## config.mk

```make
export PLATFORM = sky130hd
export DESIGN_NAME = x2050_lsseq
export DESIGN_NICKNAME = d
export VERILOG_FILES = /design/src/rtl/x2050_lsseq.sv
export SDC_FILE = /design/constraint.sdc
export NUM_CORES = 1
export LEC_CHECK = 0
export ABC_AREA = 1
export CORE_MARGIN = 2
export CORE_UTILIZATION = 25
export DETAILED_ROUTE_END_ITERATION = 10
export GPL_ROUTABILITY_DRIVEN = 0
export MAX_ROUTING_LAYER = met4
export PLACE_DENSITY = 0.47
export SLEW_MARGIN = 20
export SYNTH_ARGS = -nofsm -noshare
export SYNTH_HDL_FRONTEND = slang
export SYNTH_SLANG_ARGS = --single-unit
```

## constraint.sdc

```tcl
create_clock -name i_clk -period 1.98 [get_ports i_clk]
set_input_delay 0.198 -clock i_clk [delete_from_list [all_inputs] [get_ports i_clk]]
set_output_delay 0.198 -clock i_clk [all_outputs]
set_load 0.05 [all_outputs]
```

## src/rtl/x2050_lsseq.sv

```systemverilog
// x2050_lsseq: local-storage multi-register sequencer for LM/STM-class ops.
// Walks register numbers from J to END (4-bit wrap), issuing one local-storage
// request per register with a one-cycle gap between requests. Every non-reset
// state change is qualified by the ROS cycle advance.
//
// state | meaning
// ------+---------------------------------------------------------------
// IDLE  | no sequence; o_count holds result of the last sequence
// REQ   | o_ls_addr/o_ls_valid presented, waiting for i_ls_ack
// STEP  | one-advance gap after an accepted request, before the next REQ
// DONE  | o_done asserted for one advance, then back to IDLE
module x2050_lsseq #(
    parameter logic [1:0] LS_BANK            = 2'b00,
    parameter logic       IDLE_ON_ABORT_DONE = 1'b0
) (
    input  logic       i_clk,
    input  logic       i_reset,
    input  logic       i_ros_advance,
    input  logic       i_start,
    input  logic       i_abort,
    input  logic [3:0] i_j_reg,
    input  logic [3:0] i_end_reg,
    input  logic       i_ls_ack,
    output logic [5:0] o_ls_addr,
    output logic       o_ls_valid,
    output logic       o_busy,
    output logic       o_done,
    output logic [4:0] o_count
);

    typedef enum logic [1:0] {
        IDLE = 2'd0,
        REQ  = 2'd1,
        STEP = 2'd2,
        DONE = 2'd3
    } state_t;

    state_t     state_q, state_d;
    logic [3:0] cur_q, cur_d;
    logic [3:0] last_q, last_d;
    logic [5:0] addr_q, addr_d;
    logic       valid_q, valid_d;
    logic       busy_q, busy_d;
    logic       done_q, done_d;
    logic [4:0] count_q, count_d;

    // Next-state and registered-output computation; everything holds without an advance.
    always_comb begin
        state_d = state_q;
        cur_d   = cur_q;
        last_d  = last_q;
        addr_d  = addr_q;
        valid_d = valid_q;
        busy_d  = busy_q;
        done_d  = done_q;
        count_d = count_q;

        if (i_ros_advance) begin
            // The completion pulse lasts exactly one advancing cycle.
            done_d = 1'b0;
            case (state_q)
                IDLE: begin
                    // Abort together with start in IDLE suppresses the start.
                    if (i_start && !i_abort) begin
                        cur_d   = i_j_reg;
                        last_d  = i_end_reg;
                        count_d = 5'd0;
                        busy_d  = 1'b1;
                        valid_d = 1'b1;
                        addr_d  = {LS_BANK, i_j_reg};
                        state_d = REQ;
                    end
                end
                REQ: begin
                    if (i_abort) begin
                        // Abort wins over a simultaneous ack; that transfer is not counted.
                        state_d = IDLE;
                        valid_d = 1'b0;
                        busy_d  = 1'b0;
                        done_d  = IDLE_ON_ABORT_DONE;
                    end else if (i_ls_ack) begin
                        count_d = count_q + 5'd1;
                        valid_d = 1'b0;
                        if (cur_q != last_q) begin
                            cur_d   = cur_q + 4'd1;
                            state_d = STEP;
                        end else begin
                            done_d  = 1'b1;
                            state_d = DONE;
                        end
                    end
                end
                STEP: begin
                    if (i_abort) begin
                        state_d = IDLE;
                        valid_d = 1'b0;
                        busy_d  = 1'b0;
                        done_d  = IDLE_ON_ABORT_DONE;
                    end else begin
                        valid_d = 1'b1;
                        addr_d  = {LS_BANK, cur_q};
                        state_d = REQ;
                    end
                end
                DONE: begin
                    state_d = IDLE;
                    busy_d  = 1'b0;
                    if (i_abort) begin
                        done_d = IDLE_ON_ABORT_DONE;
                    end
                end
                default: begin
                    state_d = IDLE;
                    valid_d = 1'b0;
                    busy_d  = 1'b0;
                end
            endcase
        end
    end

    // State and output registers with asynchronous reset to a fresh IDLE.
    always_ff @(posedge i_clk or posedge i_reset) begin
        if (i_reset) begin
            state_q <= IDLE;
            cur_q   <= 4'd0;
            last_q  <= 4'd0;
            addr_q  <= 6'd0;
            valid_q <= 1'b0;
            busy_q  <= 1'b0;
            done_q  <= 1'b0;
            count_q <= 5'd0;
        end else begin
            state_q <= state_d;
            cur_q   <= cur_d;
            last_q  <= last_d;
            addr_q  <= addr_d;
            valid_q <= valid_d;
            busy_q  <= busy_d;
            done_q  <= done_d;
            count_q <= count_d;
        end
    end

    assign o_ls_addr  = addr_q;
    assign o_ls_valid = valid_q;
    assign o_busy     = busy_q;
    assign o_done     = done_q;
    assign o_count    = count_q;

endmodule

```

; Word level (Yosys, flattened, before mapping)
; Index checks and enable logic that the tools add are counted.
[totals]
reg_bits = 24
inputBits = 14
output_inout_bits = 14
wordCells = 64
[op_classes]
add_sub_neg = 2
n_eq_ne = 11
n_mux = 29
n_reduce_logical = 14
[ops]
columns = op, n
row1 = 2-to-1 mux 4 bit, 4
row2 = 2-to-1 mux 5 bit, 3
row3 = 2-to-1 mux 6 bit, 2
row4 = case mux 6 bit (2 select lines), 1
row5 = 2-to-1 mux 1 bit, 11
row6 = "!= test 2 bit, second input constant", 5
row7 = case mux 5 bit (2 select lines), 1
row8 = AND reduction 3 bit, 3
row9 = case mux 2 bit (4 select lines), 1
row10 = case mux 4 bit (2 select lines), 1
row11 = AND reduction 4 bit, 2
row12 = 2-to-1 mux 2 bit, 3
row13 = case mux 1 bit (3 select lines), 2
row14 = AND reduction 6 bit, 1
row15 = "adder 5 x 1 -> 5 bit, second input constant", 1
row16 = AND reduction 5 bit, 1
row17 = "adder 4 x 1 -> 4 bit, second input constant", 1
row18 = "equality test 2 bit, second input constant", 2
row19 = != test 4 bit, 1
row20 = nonzero test 2 bit, 2
row21 = "!= test 3 bit, second input constant", 1
row22 = nonzero test 3 bit, 1
row23 = "equality test 2 x 1 -> 1 bit, second input constant", 1
row24 = zero test 2 bit, 1
row25 = other kinds (4), 4

; Depth between registers and ports, before layout
[depth]
word_depth = 5
ltp_mapped = 11
ltp_nobuf = 11

; Least setup slack after synthesis
; No wires, ideal clock.
[synth_timing]
kind = register -> register
from = register state_q[0]
to = register cur_q[0]
setup_ns = 0.117
arrival_ns = 1.333
required_ns = 1.863
path_slack_ns = 0.531
stages_incl_launch_ff = 10
n_path_buf = 0
period_less_slack_ns = 1.449
path_cell_list = dfrtp_1 > ha_1 > inv_2 > nand2_1 > nand2_1 > inv_2 > nor2_8 > nand2_4 > nand3_1 > nand2_1
[synth_via]
elab_chain_len = 3
word_cells_on_any_way = 9
cone_classes = eq/ne (5) / mux (1) / reduce/logical (3)
[synth_lines]
columns = item, line
row1 = from (decl), 38  ; state_t state_q, state_d;
row2 = from (signal assigned), 133  ; state_q <= state_d;
row3 = equality test 2 x 1 -> 1 bit or zero test 2 bit (tied branches), 61  ; case (state_q)
row4 = != test 2 bit (no line) or nonzero test 2 bit (tied branches), -
row5 = AND reduction 6 bit (no line), -
row6 = to (signal assigned), 134  ; cur_q <= cur_d;
row7 = to (decl), 39  ; logic [3:0] cur_q, cur_d;
; Parallel ways exist; a longest one is shown, timed or not.
; A chain may end at the register's enable or synchronous reset.

; Worst setup path after layout
[layout_timing]
from = register count_q[2] (netlist: o_count[2])
to = output o_count[2]
[layout_lines]
columns = item, line
row1 = from (decl), 45  ; logic [4:0] count_q, count_d;
row2 = from (signal assigned), 140  ; count_q <= count_d;
row3 = to (decl), 28  ; output logic [4:0] o_count
; No word-level cell between the ends.

==> summary.txt <==
RUN STATUS
----------------------------------------------------------------------------------
Outcome                                                               complete, no violations

GRT
----------------------------------------------------------------------------------
Met3 track utilization from global routing                                  0.0154
GRT met1 Usage                                                               0.152
M2 GR Usage                                                                  0.154
Wire length of the first global-routing pass                               4820 um
Total grt overflow                                                               0
Initial antenna violation count                                                  0
Global router's overall resource usage                                       0.108
Number of global-route vias before repair                                      989
Maximum number of pins on one net before global-route repair                    23
Most used routing layer in global routing                                     met2

CLOCKING
----------------------------------------------------------------------------------
Total number of H-tree levels                                                    1
Number of buffers inserted to repair setup after CTS                             0
Clock tree from TritonCTS                                                    built
Insertion delay of the later-clocked pin in the worst-skew pair             260 ps
TritonCTS Sinks                                                                 22
TritonCTS Buffers                                                                3
Longest Clk Path Bufs                                                            2
Clock-pin slew on the worst setup and hold paths                             90 ps
Resized Gates After CTS                                                          0
Cts hold-fix bufs                                                                0
Clock tree root buffer cell                                               clkbuf_8

LAYOUT
----------------------------------------------------------------------------------
Fraction of final layout cells sized beyond drive strength 1                0.0812
Filler cells                                                                   561
Flip-flop and latch area                                                 551 sq um
Finished layout cell area                                             0.00169 sq mm
Diode count                                                                      0
Area delta synth->final                                                      30.2%
Area occupied by multi-input gates                                       656 sq um
Total number of nets in the final design                                       217

STA
----------------------------------------------------------------------------------
Worst slew margin                                                            0.663
Total negative slack for setup checks                                         0 ps
Fmax                                                                       589 MHz
Unrepaired setup endpoints after global routing                                 no
Final hold violation count                                                       0
Min Hold Slack                                                              272 ps
Total setup violations reported at the end of the flow                           0
Slew at the pin closest to its max-slew limit                               503 ps
Fraction of the cycle the final worst path needs                             0.858
Clock Skews                                                                2.67 ps
Final count of pins violating max slew                                           0
Final critical-path required period                                        1700 ps

SYNTH
----------------------------------------------------------------------------------
Number of library cell types mapped by synthesis                                22
Synthesized netlist cell count                                                 168
EDFF count, synth                                                                0
Average cell area after synthesis                                       7.72 sq um
Post-synthesis async set-or-reset flop share                                  1.00
Synth area leaders                                                    dfrtp_1, nand2_1, inv_1, ha_1, nand3_1
Fraction of synthesized cell area taken by the top area cell type            0.424
Top FF cell, synth                                                         dfrtp_1
Flip-flop and latch count after synthesis                                       22
Sequential area share after synthesis                                        0.424
Cell area after technology mapping                                    0.00130 sq mm
Most instantiated library cell after synthesis                             nand2_1
Yosys warnings                                                                   0
Top cell types by occurrence after synthesis                          nand2_1, dfrtp_1, inv_1
Top cell type by total area after synthesis                                dfrtp_1

WORST SETUP PATH
----------------------------------------------------------------------------------
Flop2flop setup slack                                                       360 ps
Critical Path Fanout Max                                                         5
Critical path arrival                                                      1500 ps
Family of cells with the greatest summed delay on the critical path   buffers and inverters
Buffers plus inverters on the worst setup path                                   1
Delay of the slowest cell on the worst path                                 830 ps
Crit Reg-Reg Startpoint                                                 state_q[1]
Worst-case reg-to-reg path depth                                                11
Cell Chain, Critical Path                                             clkdlybuf4s50_1
Endpoint of the worst-slack reg-to-reg timing path                        cur_q[2]
Cell type of the slowest stage on the worst timing path               clkdlybuf4s50_1
Category of the worst setup path launch point                             register
Path type of the worst setup path                                       reg -> out
Category of the worst setup path capture point                        primary output
Data required, critical path                                               1780 ps

WORST HOLD PATH
----------------------------------------------------------------------------------
Hold WC Path Type                                                      in -> async

ROUTE
----------------------------------------------------------------------------------
Final routed wire length divided by cell count                             11.1 um
Number of vias in the routed layout                                          1,108
Count of unresolved DRC violations after routing                                 0
Via density per instance                                                      4.15
Detail Route Antenna Nets                                                        0
Detailed-router iteration count before antenna repair                            5
Number of DRC violations after detailed-routing iteration 0                     80
Final routed wirelength across all metal layers                            2960 um

POWER AND IR DROP
----------------------------------------------------------------------------------
Post-layout total power                                                  0.00273 W
Pwr Density                                                           1620 mW/mm^2
Maximum ir drop on the vdd rail                                             588 uV
Pleak                                                                     0.802 nW

DIE
----------------------------------------------------------------------------------
Std-Cell Rows                                                                   26
Die Height                                                                 76.0 um
Number of placed I/O pins                                                       28
Die area                                                              0.00578 sq mm
Initial core utilization                                                     0.257
Width of the die                                                           76.0 um
Placeable core area                                                   0.00504 sq mm

PLACED DESIGN
----------------------------------------------------------------------------------
Post-DP HPWL                                                               2280 um
Post-place instance area                                              0.00163 sq mm
Number of buffers inserted by port buffering                                    25

RUN
----------------------------------------------------------------------------------
Number of maximum-capacitance constraint violations                              0

power by group:
part | leakage, nW | total [W] | internal, W | switching, W
clock | 0.0288 | 0.000331 | 0.000177 | 0.000154
sequential | 0.267 | 0.000812 | 0.000649 | 0.000163
combinational | 0.506 | 0.00159 | 0.000558 | 0.00103
cell families (layout without fill, tap and decap cells):
| kind of cell | after synthesis | after routing | synth area share |
|---|---|---|---|
| fa+ha+maj | 5 | 5 | 0.0482 |
| buf+inv | 23 | 51 | 0.0733 |
| other cells | 1 | 2 | 0.00289 |
| mux | 1 | 1 | 0.00771 |
| flops | 22 | 22 | 0.424 |
| simple gates | 88 | 88 | 0.315 |
| xor+xnor | 2 | 2 | 0.0135 |
| compound gates | 26 | 26 | 0.115 |
final cells by class:
cell class / instances / share of cell area
Tap cell: 70 / 0.0519
Clock buffer: 4 / 0.0326
Sequential cell: 22 / 0.326
Inverter: 20 / 0.0444
Timing Repair Buffer: 27 / 0.157
Multi-Input combinational cell: 124 / 0.388
flip-flops by register name, indices dropped and copies added, names as in the netlist:
signal      cells
state_q         2
o_ls_valid      1
last_q          4
cur_q           4
o_count         5
o_ls_addr       4
o_done          1
o_busy          1
per-layer routing:
layer  wire (um)  vias to the layer above
met4          42                        0
li1            -                      594
met1        1550                      489
met3         110                        2
met5           0                        -
met2        1260                       23
worst max-delay path by stage:
stage                     cells past startpoint        from            to
final                                         1  o_count[2]    o_count[2]
after floorplan                               9  state_q[0]      cur_q[0]
after detailed placement                      9     i_abort      cur_q[0]
after CTS                                     1  o_count[0]    o_count[0]
after global routing                          1  o_count[0]    o_count[0]
after global placement                        8     i_abort  o_ls_addr[1]
stage by stage:
step | util | worst slack (ps) | cells
finish | 0.335 | 282 | 267
global route | 0.335 | 216 | 267
CTS | 0.335 | 270 | 267
detailed placement | 0.324 | 305 | 263
global placement | 0.324 | 310 | 263
floorplan | - | 531 | 169
placed cells by master (no fill, tap or decap):
cell type	n
nand2_1	53
clkdlybuf4s50_1	25
dfrtp_1	22
inv_1	17
nor2_1	13
nand3_1	12
o21ai_0	12
a21oi_1	6
o21a_1	5
ha_1	5
nand2_4	4
clkbuf_8	4
inv_2	3
nand4_1	3
o22ai_1	2
xor2_1	2
conb_1	2
buf_4	2
nor2_8	1
nor2_4	1
mux2i_1	1
or2_2	1
a2bb2oi_1	1
Note: power is estimated with default switching activity, not from simulation.
